`config.mk`:
```
export PLATFORM = sky130hd
export DESIGN_NAME = seq_pattern_gen
export DESIGN_NICKNAME = d
export VERILOG_FILES = /design/src/rtl/seq_gen_pkg.sv /design/src/rtl/seq_pattern_gen.sv
export SDC_FILE = /design/constraint.sdc
export NUM_CORES = 1
export LEC_CHECK = 0
export ABC_AREA = 1
export CORE_MARGIN = 3
export CORE_UTILIZATION = 40
export CTS_CLUSTER_SIZE = 10
export DETAILED_ROUTE_END_ITERATION = 8
export DONT_BUFFER_PORTS = 1
export HOLD_SLACK_MARGIN = 0.05
export PLACE_DENSITY = 0.57
export SETUP_SLACK_MARGIN = 0.1
export SLEW_MARGIN = 5
export SYNTH_ARGS = -nofsm -noshare
export SYNTH_HDL_FRONTEND = slang
export SYNTH_SLANG_ARGS = --single-unit
```
`constraint.sdc`:
```
create_clock -name clk -period 3.2 [get_ports clk]
set_clock_uncertainty 0.05 [all_clocks]
set_input_delay 0.64 -clock clk [delete_from_list [all_inputs] [get_ports clk]]
set_output_delay 0.64 -clock clk [all_outputs]
set_load 0.02 [all_outputs]
```
`src/rtl/seq_gen_pkg.sv`:
```
// Shared types and constants for the serial pattern generator.
//   state_e      : FSM state encoding (2 bits)
//   DEF_PATTERN  : default transmitted pattern, MSB sent first
//   idx_width()  : width of the bit index register for a given pattern length
package seq_gen_pkg;

   typedef enum logic [1:0] {
      StIdle = 2'd0,
      StSend = 2'd1,
      StGap  = 2'd2,
      StDone = 2'd3
   } state_e;

   localparam logic [3:0] DEF_PATTERN = 4'b1010;

   // Never returns 0, so a 1-bit pattern would still get a legal index vector.
   function automatic int unsigned idx_width(input int unsigned pat_w);
      return (pat_w > 1) ? $clog2(pat_w) : 1;
   endfunction

endpackage

```
`src/rtl/seq_pattern_gen.sv`:
```
// Serial pattern transmitter. Sends PATTERN MSB first, rep_cnt times, with gap_len
// zero bits between copies. Moore FSM: every output decodes from registered state.
//
// Ports:
//   clk        in   clock, rising edge
//   rst        in   asynchronous active-high reset
//   start      in   transfer request, sampled only in idle
//   rep_cnt    in   number of pattern copies, latched with start
//   gap_len    in   zero bits between copies, latched with start
//   abort      in   drop the rest of the transfer, no done pulse
//   bit_out    out  serial data
//   bit_valid  out  bit_out carries a pattern or gap bit
//   pat_end    out  last bit of a pattern copy is on bit_out
//   busy       out  transfer in progress (send or gap)
//   done       out  one-cycle pulse after normal completion
module seq_pattern_gen
   import seq_gen_pkg::*;
#(
   parameter int unsigned          PAT_W   = 4,
   parameter logic [PAT_W-1:0]     PATTERN = DEF_PATTERN,
   parameter int unsigned          CNT_W   = 8,
   parameter int unsigned          GAP_W   = 4
) (
   input  logic             clk,
   input  logic             rst,
   input  logic             start,
   input  logic [CNT_W-1:0] rep_cnt,
   input  logic [GAP_W-1:0] gap_len,
   input  logic             abort,
   output logic             bit_out,
   output logic             bit_valid,
   output logic             pat_end,
   output logic             busy,
   output logic             done
);

   localparam int unsigned      IDX_W   = idx_width(PAT_W);
   localparam logic [IDX_W-1:0] LastIdx = IDX_W'(PAT_W - 1);
   localparam logic [IDX_W-1:0] IdxOne  = IDX_W'(1);
   localparam logic [CNT_W-1:0] CntOne  = CNT_W'(1);
   localparam logic [GAP_W-1:0] GapOne  = GAP_W'(1);

   state_e           state_q, state_d;
   logic [IDX_W-1:0] bit_idx_q, bit_idx_d;
   logic [CNT_W-1:0] reps_left_q, reps_left_d;
   logic [GAP_W-1:0] gap_reg_q, gap_reg_d;
   logic [GAP_W-1:0] gap_cnt_q, gap_cnt_d;

   // State and datapath registers.
   always_ff @(posedge clk or posedge rst) begin
      if (rst) begin
         state_q     <= StIdle;
         bit_idx_q   <= '0;
         reps_left_q <= '0;
         gap_reg_q   <= '0;
         gap_cnt_q   <= '0;
      end else begin
         state_q     <= state_d;
         bit_idx_q   <= bit_idx_d;
         reps_left_q <= reps_left_d;
         gap_reg_q   <= gap_reg_d;
         gap_cnt_q   <= gap_cnt_d;
      end
   end

   // Next-state and counter updates. Counters only decrement from nonzero values.
   always_comb begin
      state_d     = state_q;
      bit_idx_d   = bit_idx_q;
      reps_left_d = reps_left_q;
      gap_reg_d   = gap_reg_q;
      gap_cnt_d   = gap_cnt_q;

      case (state_q)
         StIdle: begin
            // abort in idle only serves to veto a simultaneous start
            if (start && !abort) begin
               if (rep_cnt != '0) begin
                  reps_left_d = rep_cnt;
                  gap_reg_d   = gap_len;
                  bit_idx_d   = LastIdx;
                  state_d     = StSend;
               end else begin
                  state_d = StDone;
               end
            end
         end

         StSend: begin
            if (abort) begin
               state_d = StIdle;
            end else if (bit_idx_q != '0) begin
               bit_idx_d = bit_idx_q - IdxOne;
            end else if (reps_left_q == CntOne) begin
               state_d = StDone;
            end else begin
               reps_left_d = reps_left_q - CntOne;
               if (gap_reg_q == '0) begin
                  // back-to-back copy, no gap state visited
                  bit_idx_d = LastIdx;
               end else begin
                  gap_cnt_d = gap_reg_q;
                  state_d   = StGap;
               end
            end
         end

         StGap: begin
            if (abort) begin
               state_d = StIdle;
            end else begin
               gap_cnt_d = gap_cnt_q - GapOne;
               if (gap_cnt_q == GapOne) begin
                  bit_idx_d = LastIdx;
                  state_d   = StSend;
               end
            end
         end

         StDone: begin
            state_d = StIdle;
         end

         default: begin
            state_d = StIdle;
         end
      endcase
   end

   // Moore output decode.
   always_comb begin
      bit_out   = 1'b0;
      bit_valid = 1'b0;
      pat_end   = 1'b0;
      busy      = 1'b0;
      done      = 1'b0;

      case (state_q)
         StSend: begin
            bit_out   = PATTERN[bit_idx_q];
            bit_valid = 1'b1;
            busy      = 1'b1;
            pat_end   = (bit_idx_q == '0);
         end
         StGap: begin
            bit_valid = 1'b1;
            busy      = 1'b1;
         end
         StDone: begin
            done = 1'b1;
         end
         default: begin
         end
      endcase
   end

endmodule

```
== After elaboration in Yosys (flattened, before gate mapping) ==
Cells that the tools add are included.

* Register bits after elaboration: 20
* Bits of input ports: 16
* Output and inout port bits: 5
* Logic and storage cells: 79

* Add/sub/neg operators: 3
* $lt $le $gt $ge: 1
* Equality and inequality tests: 18
* Muxes and demuxes: 36
* Reduce and logical (&&, ||, !) cells: 16

{| class="wikitable"
|+ Operators with widths
! operator !! number
|-
| $mux W8 || 5
|-
| $mux W2 || 16
|-
| $mux W4 || 5
|-
| $ne A2 B2 Y1 const B || 8
|-
| $pmux W8 S2 || 1
|-
| $ne A3 B3 Y1 const B || 4
|-
| $reduce_and A6 Y1 || 2
|-
| $eq A8 B1 Y1 const B || 1
|-
| $pmux W2 S4 || 1
|-
| $pmux W4 S2 || 1
|-
| $reduce_and A8 Y1 || 1
|-
| $reduce_bool A8 Y1 || 1
|-
| $sub A8 B1 Y8 const B || 1
|-
| $pmux W2 S3 || 1
|-
| $reduce_bool A2 Y1 || 3
|-
| $mux W1 || 5
|-
| $eq A2 B2 Y1 const B || 2
|-
| $eq A4 B1 Y1 const B || 1
|-
| $logic_not A2 Y1 || 2
|-
| $logic_not A4 Y1 || 1
|-
| $ne A4 B4 Y1 const B || 1
|-
| $reduce_and A4 Y1 || 1
|-
| $sub A4 B1 Y4 const B || 1
|-
| $lt A2 B3 Y1 const B || 1
|-
| other kinds (8) || 8
|}

== Longest topological paths before layout ==
Gate-level depths: netlist of run 1.

* Depth in word-level cells: 6
* Depth in mapped cells: 11
* Mapped depth without buffers: 11

== Worst setup path before layout of run 1 ==
No wires, ideal clock.

* Path type: reg-to-output
* Start: reg state_q[1]
* End: out bit_out
* Data arrival time: 1.097 ns
* Required time: 2.510 ns
* Path slack: 1.413 ns
* Cell stages (with the launch flop): 6
* Path buffers: 1
* Cell sequence: dfrtp_1 inv_1 ha_1 buf_4 nand2_1 inv_1

* Word-level cells in the longest chain between the ends: 2

{| class="wikitable"
|+ Ends and longest elaborated chain
! element !! line !! RTL
|-
| start: declaration || seq_pattern_gen.sv:43 || <nowiki>state_e state_q, state_d;</nowiki>
|-
| start signal: assignment || seq_pattern_gen.sv:52 || <nowiki>state_q <= StIdle;</nowiki>
|-
| start signal: assignment || seq_pattern_gen.sv:58 || <nowiki>state_q <= state_d;</nowiki>
|-
| $eq A2 B1 Y1 || seq_pattern_gen.sv:138 || <nowiki>case (state_q)</nowiki>
|-
| $mux W1 || seq_pattern_gen.sv:138 ||
|-
| end: declaration || seq_pattern_gen.sv:30 || <nowiki>output logic bit_out,</nowiki>
|}

No other way between the ends.

== Worst setup path in the final report of run 1 ==
* Start: reg state_q[1]
* End: out pat_end

* Word-level cells in the longest chain between the ends: 2

{| class="wikitable"
|+ Ends and longest elaborated chain
! element !! line !! RTL
|-
| $eq A2 B1 Y1 || seq_pattern_gen.sv:138 ||
|-
| $mux W1 || seq_pattern_gen.sv:138 ||
|-
| end: declaration || seq_pattern_gen.sv:32 || <nowiki>output logic pat_end,</nowiki>
|}

No other way between the ends.

==> reports/qor.yml, run 1 <==
n_antenna_cell: 0
setup_tns_ns: 0
area_growth_pct: 7.43
slew_violations: 0
critical_path_arrival_ns: 1.61
dpl.hpwl_mm: 2.57
slowest_delay_ns: 0.54
critPathSlowestCell: "ha_1"
outcome: "finished, final reports clean"
postSynthCellCount: 240
remaining_drc_errors: 0
layout-drive-gt1-share: 0.0744
fin_crit_ns: 2.30
power.leakage_uw: 0.000921
crit_buf_inv: 2
maxCapViolations: 0
die_h_um: 67.9
worst_hold_path_type: "in -> async"
grtUsageMet2: 0.247
synthDistinctLibCells: 18
synth_top_area_share: 0.327
busiest_layer: "met2"
yosysTopAreaCell: "dfrtp_1"
setup_ws_ns: 0.902
finalHoldViolations: 0
cp_cell_sequence: "inv_1 > ha_1 > nand2_1 > inv_1"
syn_area_um2: 1530
drt-total-wl_mm: 3.35
ys.flop_type: "dfrtp_1"
grt_use_total: 0.166
tightest_slew_ns: 0.818
ir_worst_vdd_v: 0.000515
wl_per_cell_um: 11.6
synth-edff-count: 0
routed-via-count: 1385
start_kind: "flip-flop"
yosys-top-cells-count: "nand2_1, inv_1, nand3_1"
synth_most_common_cell: "nand2_1"
cts_tree: "done"
postCtsHoldBufs: 0
grtUsageMet1: 0.245
ys_seq_area_frac: 0.327
core.rowCount: 21
post_cts_resize_count: 0
die_w_um: 67.9
p_per_area_nw_per_um2: 1070
grt_pass1_vias: 1274
grt_overflow: 0
critPathRequiredTime_ns: 2.51
ant_nets: 0
rsz0062_at_grt: "false"
synth_warnings: 0
dpl_cell_area_um2: 1570
grt_pass1_wl_mm: 5.73
io_buffer_count: 0
timing.hold.ws_ns: 0.369
clk_pin_slew_ns: 0.08
setup_viol: 0
first_iter_violations: 134
syn_nets: 265
yosys-top-cells-area: "dfrtp_1, nand2_1, nand3_1, ha_1, inv_1"
htreeDepth: 1
ios: 21
crit_path_end_kind: "output pin"
max_freq_mhz: 435
root_buffer: "clkbuf_8"
cts.sinks: 20
antenna_found_initial: 0
cts_buffers: 3
nNetsFinal: 268
core_um2: 3520
path_delay_family: "adder cells"
vias_per_cell: 4.81
cp_max_fo: 16
syn_area_per_cell_um2: 6.38
dp_slack_ns: 1.20
slew-limit-headroom: 0.454
critPathMostFrequentCell: "inv_1"
die_area_um2: 4610
path_class: "reg -> out"
clk_path_buf_depth: 2
firstDrtPassIters: 4
grt_max_degree: 21
initial_core_util: 0.435
synth-seq-cells: 20
insertion_delay_ns: 0.26
met3_usage: 0.0345
place.gp.congestion: 0.861
synthArstFlopShare: 1.00
post_cts_buffers: 0
fin_crit_sh: 0.718
design_area_um2: 1650
worst paths after layout:
check	depth (start not counted)	end	slack, ns	start
max	4	pat_end	0.90	state_q[1]
min	1	reps_left_q[2]	0.37	rst
max reg2reg	11	reps_left_q[7]	1.26	state_q[1]
min reg2reg	2	bit_idx_q[1]	0.44	bit_idx_q[1]
max in group asynchronous	1	gap_cnt_q[0]	2.23	rst
min in group clk	2	bit_idx_q[1]	0.44	bit_idx_q[1]
cell usage in the layout (no fill, tap or decap), drive strengths merged:
master / netlist / routed
a21oi: 3 / 3
and2: 1 / 1
bufinv: 0 / 1
clkbuf: 0 / 3
dfrtp: 20 / 20
ha: 9 / 9
inv: 36 / 36
nand2: 101 / 101
nand3: 24 / 24
nand4: 3 / 3
nor2: 24 / 24
o21ai: 17 / 17
through the flow:
step | std cells | util | power (uW)
global route | 288 | 0.467 | 1970
detailed placement | 284 | 0.447 | 1500
finish | 288 | 0.467 | 1760
CTS | 288 | 0.467 | 1770
floorplan | 240 | - | 1320
global placement | 284 | 0.447 | 1510
power by group:
group	total [uW]	internal (uW)	switching [uW]
logic	1010	334	674
registers	488	376	112
clock network	261	167	93.7
total	1760	876	880
kinds of logic after synthesis:
logic type | count (synthesis) | share of synthesized area
compound gates | 20 | 0.0654
fa+ha+maj | 9 | 0.0735
buf+inv | 38 | 0.0980
flops | 20 | 0.327
simple gates | 153 | 0.436
metal layers:
metal,wire [um],vias up,part of all wire
met3,168,2,0.050
met2,1440,27,0.43
met5,0,-,0
li1,-,746,-
met4,24,0,0.0072
met1,1720,610,0.51
layout make-up:
class	count	area, um2
clock buffer	3	41.3
clock inverter	1	30.0
fill	372	1880
inverter	36	135
multi-input combinational	182	881
sequential	20	500
tap	46	57.6
state kept, by name, indices dropped and copies added (netlist names):
register,count
reps_left_q,8
gap_cnt_q,4
gap_reg_q,4
bit_idx_q,2
state_q,2
Power figures use the tool's default switching activity.
==> run 2, diff against run 1 <==
--- a/config.mk
+++ b/config.mk
@@ -12,7 +12,7 @@
 export DETAILED_ROUTE_END_ITERATION = 8
 export DONT_BUFFER_PORTS = 1
 export HOLD_SLACK_MARGIN = 0.05
-export PLACE_DENSITY = 0.57
+export PLACE_DENSITY = 0.59
 export SETUP_SLACK_MARGIN = 0.1
 export SLEW_MARGIN = 5
 export SYNTH_ARGS = -nofsm -noshare
==> constraint.sdc (replaced) <==
create_clock -name clk -period 2.1 [get_ports clk]
set_clock_uncertainty 0.05 [all_clocks]
set_input_delay 0.42 -clock clk [delete_from_list [all_inputs] [get_ports clk]]
set_output_delay 0.42 -clock clk [all_outputs]
set_load 0.02 [all_outputs]
==> run 2 against run 1 <==
Non-clock buffer count grew 3. Clock-buffer cell count is the same. Hold slack lost 0.12 ns. Critical path depth is the same. Global-route usage grew 0.22 points. Via count grew 1.2%. Largest cell class unchanged. Largest power group unchanged.
==> reports/qor.yml, run 2 (same netlist as run 1, synthesis figures left out) <==
outcome: "finished, final reports clean"
path_class: "reg -> out"
n_antenna_cell: 0  # unchanged
cp-endpoint: "pat_end"
cts_tree: "done"
cp.depth: 4  # unchanged
layout_commonest_cell: "nand2_1"
nNetsFinal: 271  # +1.1%
place.gp.congestion: 0.860  # about the same
clk_path_buf_depth: 2  # unchanged
htreeDepth: 1  # unchanged
timing.hold.ws_ns: 0.248  # -0.121 ns
core_um2: 3520  # unchanged
ios: 21  # unchanged
die_w_um: 67.9  # unchanged
setup_tns_ns: 0  # unchanged
clk_pin_slew_ns: 0.08  # about the same
cp_max_fo: 10  # -6
cp_cell_sequence: "inv_1 > ha_1 > nand2_1 > inv_1"
start_kind: "flip-flop"
post_cts_resize_count: 0  # unchanged
fin_crit_sh: 0.894
grt_overflow: 0  # unchanged
slowest_delay_ns: 0.41  # -0.13 ns
vias_per_cell: 4.81  # +0.11%
io_buffer_count: 0  # unchanged
rr_endpoint: "reps_left_q[3]"
grt_use_total: 0.168  # +0.00224
slew_violations: 0  # unchanged
wl_per_cell_um: 11.6  # -0.23%
dpl.hpwl_mm: 2.65  # +3.4%
grt_pass1_wl_mm: 5.84  # +2.0%
ir_worst_vdd_v: 0.000610  # +19%
reg_top3: "reps_left_q x8, gap_cnt_q x4, gap_reg_q x4"
ff2ff_path_depth: 11  # unchanged
die_area_um2: 4610  # unchanged
insertion_delay_ns: 0.26  # about the same
worst_hold_path_type: "in -> reg"
antenna_found_initial: 0  # unchanged
startpoint: "state_q[1]"
area_growth_pct: 9.07
root_buffer: "clkbuf_8"
firstDrtPassIters: 4  # unchanged
crit_buf_inv: 2  # unchanged
path_delay_family: "flip-flops"
layout_common_cells: "nand2_1, inv_1, nand3_1, nor2_1, dfrtp_1"
max_freq_mhz: 533
rsz0062_at_grt: "false"
core.rowCount: 21  # unchanged
remaining_drc_errors: 0  # unchanged
fin_crit_ns: 1.88
regMostFlops: "reps_left_q"
grt_pass1_vias: 1286  # +0.94%
cts_buffers: 3  # unchanged
initial_core_util: 0.435  # unchanged
slew-limit-headroom: 0.755  # +0.301
drt-total-wl_mm: 3.37  # +0.81%
layout-drive-gt1-share: 0.0816  # +0.00725
maxCapViolations: 0  # unchanged
grt_max_degree: 21  # unchanged
die_h_um: 67.9  # unchanged
critical_path_arrival_ns: 1.41  # -0.20 ns
finalHoldViolations: 0  # unchanged
critPathRequiredTime_ns: 1.63  # -0.88 ns
reg2reg_slack_ns: 0.40  # -0.86 ns
tightest_slew_ns: 0.368  # -0.450 ns
largest_reg_flops: 8  # unchanged
crit_path_end_kind: "output pin"
reg2reg_from: "state_q[1]"
setup_viol: 0  # unchanged
cts.sinks: 20  # unchanged
ant_nets: 0  # unchanged
post_cts_buffers: 0  # unchanged
power.leakage_uw: 0.000935  # +1.5%
critPathSlowestCell: "dfrtp_1"
p_per_area_nw_per_um2: 1610  # +51%
critPathMostFrequentCell: "inv_1"
routed-via-count: 1401  # +1.2%
first_iter_violations: 91  # -32%
==> run 2: worst min-delay path by stage <==
stage                     from           end  depth (start not counted)
floorplan                  rst  bit_idx_q[0]                          1
global placement           rst  gap_reg_q[1]                          2
detailed placement         rst  gap_reg_q[1]                          2
CTS                 gap_len[1]  gap_reg_q[1]                          2
global route        gap_len[3]  gap_reg_q[3]                          2
finish              gap_len[1]  gap_reg_q[1]                          2
==> run 2: metrics by stage <==
stage,cell area [um2],cells,util,worst slack (ns),total power [uW]
detailed placement,1590,286,0.451,0.402,2310
CTS,1670,291,0.474,0.205,2710
global route,1670,291,0.474,0.112,3030
floorplan,1530,240,-,0.533,2010
global placement,1590,286,0.451,0.439,2310
finish,1670,291,0.474,0.223,2690
==> run 2: timing repair <==
action	CTS	global route
endpoints found under the setup margin	0	0
hold buffers	1	0
hold endpoints to repair	20	0
==> run 2: power breakdown <==
| part | switching, uW | total, uW | internal [uW] |
|---|---|---|---|
| sequential | 179 | 751 | 573 |
| clock | 133 | 388 | 254 |
| combinational | 1030 | 1560 | 526 |
| total | 1340 | 2690 | 1350 |
==> run 2: final cells by class <==
cell class	instances	area [um2]
Sequential cell	20	500
Tap cell	46	57.6
Clock inverter	1	30.0
Timing Repair Buffer	3	25.0
Fill cell	378	1850
Clock buffer	3	41.3
Inverter	36	135
Multi-Input combinational cell	182	881
==> run 2: per-layer routing <==
metal  up-vias  share of wire  track usage
met1       628           0.52        0.242
met3         2          0.044       0.0411
met2        20           0.44        0.254
met5         -              0            0
met4         0         0.0033       0.0372
li1        751              -            -
==> run 3, diff against run 2 <==
--- a/config.mk
+++ b/config.mk
@@ -8,6 +8,7 @@
 export ABC_AREA = 1
 export CORE_MARGIN = 3
 export CORE_UTILIZATION = 40
+export CTS_BUF_LIST = sky130_fd_sc_hd__clkbuf_16
 export CTS_CLUSTER_SIZE = 10
 export DETAILED_ROUTE_END_ITERATION = 8
 export DONT_BUFFER_PORTS = 1
==> run 3 against run 2 <==
Cell area is 2.0% higher. Final cell count stayed put. Setup slack worse by 0.0043 ns. Hold slack better by 0.0078 ns. Register-to-register slack hardly changed. Global-route usage is 0.35 points higher. Flip-flop and latch count stayed put. Core utilization is 0.96 points higher. Sequential share of layout area is 0.59 points lower.
==> reports/qor.yml, run 3 (same netlist as run 1, synthesis figures left out) <==
outcome: "finished, final reports clean"
reg_top3: "reps_left_q x8, gap_cnt_q x4, gap_reg_q x4"
critPathSlowestCell: "dfrtp_1"
layout_commonest_cell: "nand2_1"
grt_max_degree: 21  # unchanged
initial_core_util: 0.435  # unchanged
p_comb_frac: 0.548  # -0.029
layout-drive-gt1-share: 0.0816  # unchanged
dpl_cell_area_um2: 1590  # unchanged
multi_input_area_um2: 881  # unchanged
n_antenna_cell: 0  # unchanged
finalHoldViolations: 0  # unchanged
timing.hold.ws_ns: 0.256  # +0.00778 ns
cts_buffers: 3  # unchanged
fin_crit_ns: 1.88  # +0.00428 ns
cp_max_fo: 10  # unchanged
nNetsFinal: 271  # unchanged
area_growth_pct: 11.3
grt_use_total: 0.171  # +0.00345
worst_hold_path_type: "in -> reg"
cts_tree: "done"
path_delay_family: "flip-flops"
remaining_drc_errors: 0  # unchanged
p_per_area_nw_per_um2: 1670  # +3.6%
start_kind: "flip-flop"
die_h_um: 67.9  # unchanged
fill_cells: 373  # -1.3%
setup_tns_ns: 0  # unchanged
core_um2: 3520  # unchanged
vias_per_cell: 4.92  # +2.2%
postCtsHoldBufs: 1  # unchanged
clk_path_buf_depth: 2  # unchanged
post_cts_buffers: 0  # unchanged
routed-via-count: 1432  # +2.2%
setup_viol: 0  # unchanged
p_seq_frac: 0.265  # -0.014
power.leakage_uw: 0.000950  # +1.6%
path_class: "reg -> out"
root_buffer: "clkbuf_16"
maxCapViolations: 0  # unchanged
dpl.hpwl_mm: 2.65  # unchanged
antenna_found_initial: 0  # unchanged
tightest_slew_ns: 0.368  # -0.000267 ns
fin_crit_sh: 0.896  # +0.00204
largest_reg_flops: 8  # unchanged
cts.sinks: 20  # unchanged
grt_pass1_vias: 1307  # +1.6%
drt-total-wl_mm: 3.42  # +1.4%
core.rowCount: 21  # unchanged
swShare: 0.480  # -0.0173
p_sw_uw: 1370  # +2.0%
reg2reg_slack_ns: 0.40  # about the same
grt_pass1_wl_mm: 5.94  # +1.6%
wl_per_cell_um: 11.8  # +1.4%
p_int_uw: 1480  # +9.3%
die_area_um2: 4610  # unchanged
layout_common_cells: "nand2_1, inv_1, nand3_1, nor2_1, dfrtp_1"
place.gp.congestion: 0.860  # unchanged
power_uw: 2850  # +5.7%
regMostFlops: "reps_left_q"
critical_path_arrival_ns: 1.41  # about the same
clk_pin_slew_ns: 0.06  # -0.02 ns
firstDrtPassIters: 4  # unchanged
pwr-share-clk: 0.188  # +0.044
crit_path_end_kind: "output pin"
critPathMostFrequentCell: "inv_1"
cp_cell_sequence: "inv_1 > ha_1 > nand2_1 > inv_1"
post_cts_resize_count: 0  # unchanged
ant_nets: 0  # unchanged
ir_worst_vdd_v: 0.000709  # +16%
rsz0062_at_grt: "false"
max_freq_mhz: 532  # -0.23%
slowest_delay_ns: 0.41  # about the same
die_w_um: 67.9  # unchanged
critPathRequiredTime_ns: 1.63  # about the same
first_iter_violations: 91  # unchanged
insertion_delay_ns: 0.25  # about the same
slew-limit-headroom: 0.755  # about the same
grt_overflow: 0  # unchanged
ios: 21  # unchanged
crit_buf_inv: 2  # unchanged
htreeDepth: 1  # unchanged
seqCellArea_um2: 500  # unchanged
slew_violations: 0  # unchanged
io_buffer_count: 0  # unchanged
design_area_um2: 1700  # +2.0%
run 3: cell count changes in the layout (fill, tap and decap cells not counted):
cell / previous run / this run
clkbuf_8: 3 / 0
clkbuf_16: 0 / 3
run 3: final timing paths:
check / startpoint / end / cells past startpoint
min: gap_len[1] / gap_reg_q[1] / 2
max reg2reg: state_q[1] / reps_left_q[3] / 11
min reg2reg: bit_idx_q[1] / bit_idx_q[1] / 2
min in group asynchronous: rst / gap_reg_q[1] / 3
max in group asynchronous: rst / bit_idx_q[1] / 3
max: state_q[1] / pat_end / 4
run 3: per-stage QoR:
step                cells   util  worst slack (ns)
floorplan             240      -             0.533
global placement      286  0.451             0.439
detailed placement    286  0.451             0.402
global route          291  0.484             0.107
CTS                   291  0.484             0.208
finish                291  0.484             0.219
run 3: worst reg2reg max path, stage by stage (launching register included):
cell     delay, ns
dfrtp_1       0.41
inv_1         0.09
ha_1          0.37
nand2_2       0.12
o21ai_1       0.09
nand2_1       0.07
inv_2         0.07
nand2_4       0.07
inv_2         0.07
nand2_4       0.07
nand2_1       0.06
nand2_1       0.05
run 3: layout make-up:
type,count,share of cell area
Clock buffer,3,0.0441
Timing Repair Buffer,3,0.0147
Clock inverter,1,0.0176
Sequential cell,20,0.294
Tap cell,46,0.0338
Multi-Input combinational cell,182,0.517
Inverter,36,0.0793
run 3: metal layers:
layer | up-vias | global-route usage | part of all wire
met5 | - | 0 | 0
met4 | 0 | 0.0447 | 0.0085
met3 | 4 | 0.0460 | 0.053
met2 | 27 | 0.258 | 0.43
met1 | 652 | 0.243 | 0.51
li1 | 749 | - | -
run 3: power groups by stage:
| stage | Combinational [uW] | Sequential [uW] | Clock (uW) |
|---|---|---|---|
| 2_1_floorplan | 1310 | 703 | 0 |
| 3_3_place_gp | 1550 | 758 | 0 |
| 3_5_place_dp | 1560 | 754 | 0 |
| 4_1_cts | 1570 | 750 | 537 |
| 5_1_grt | 1830 | 787 | 559 |
| 6_report | 1560 | 753 | 535 |
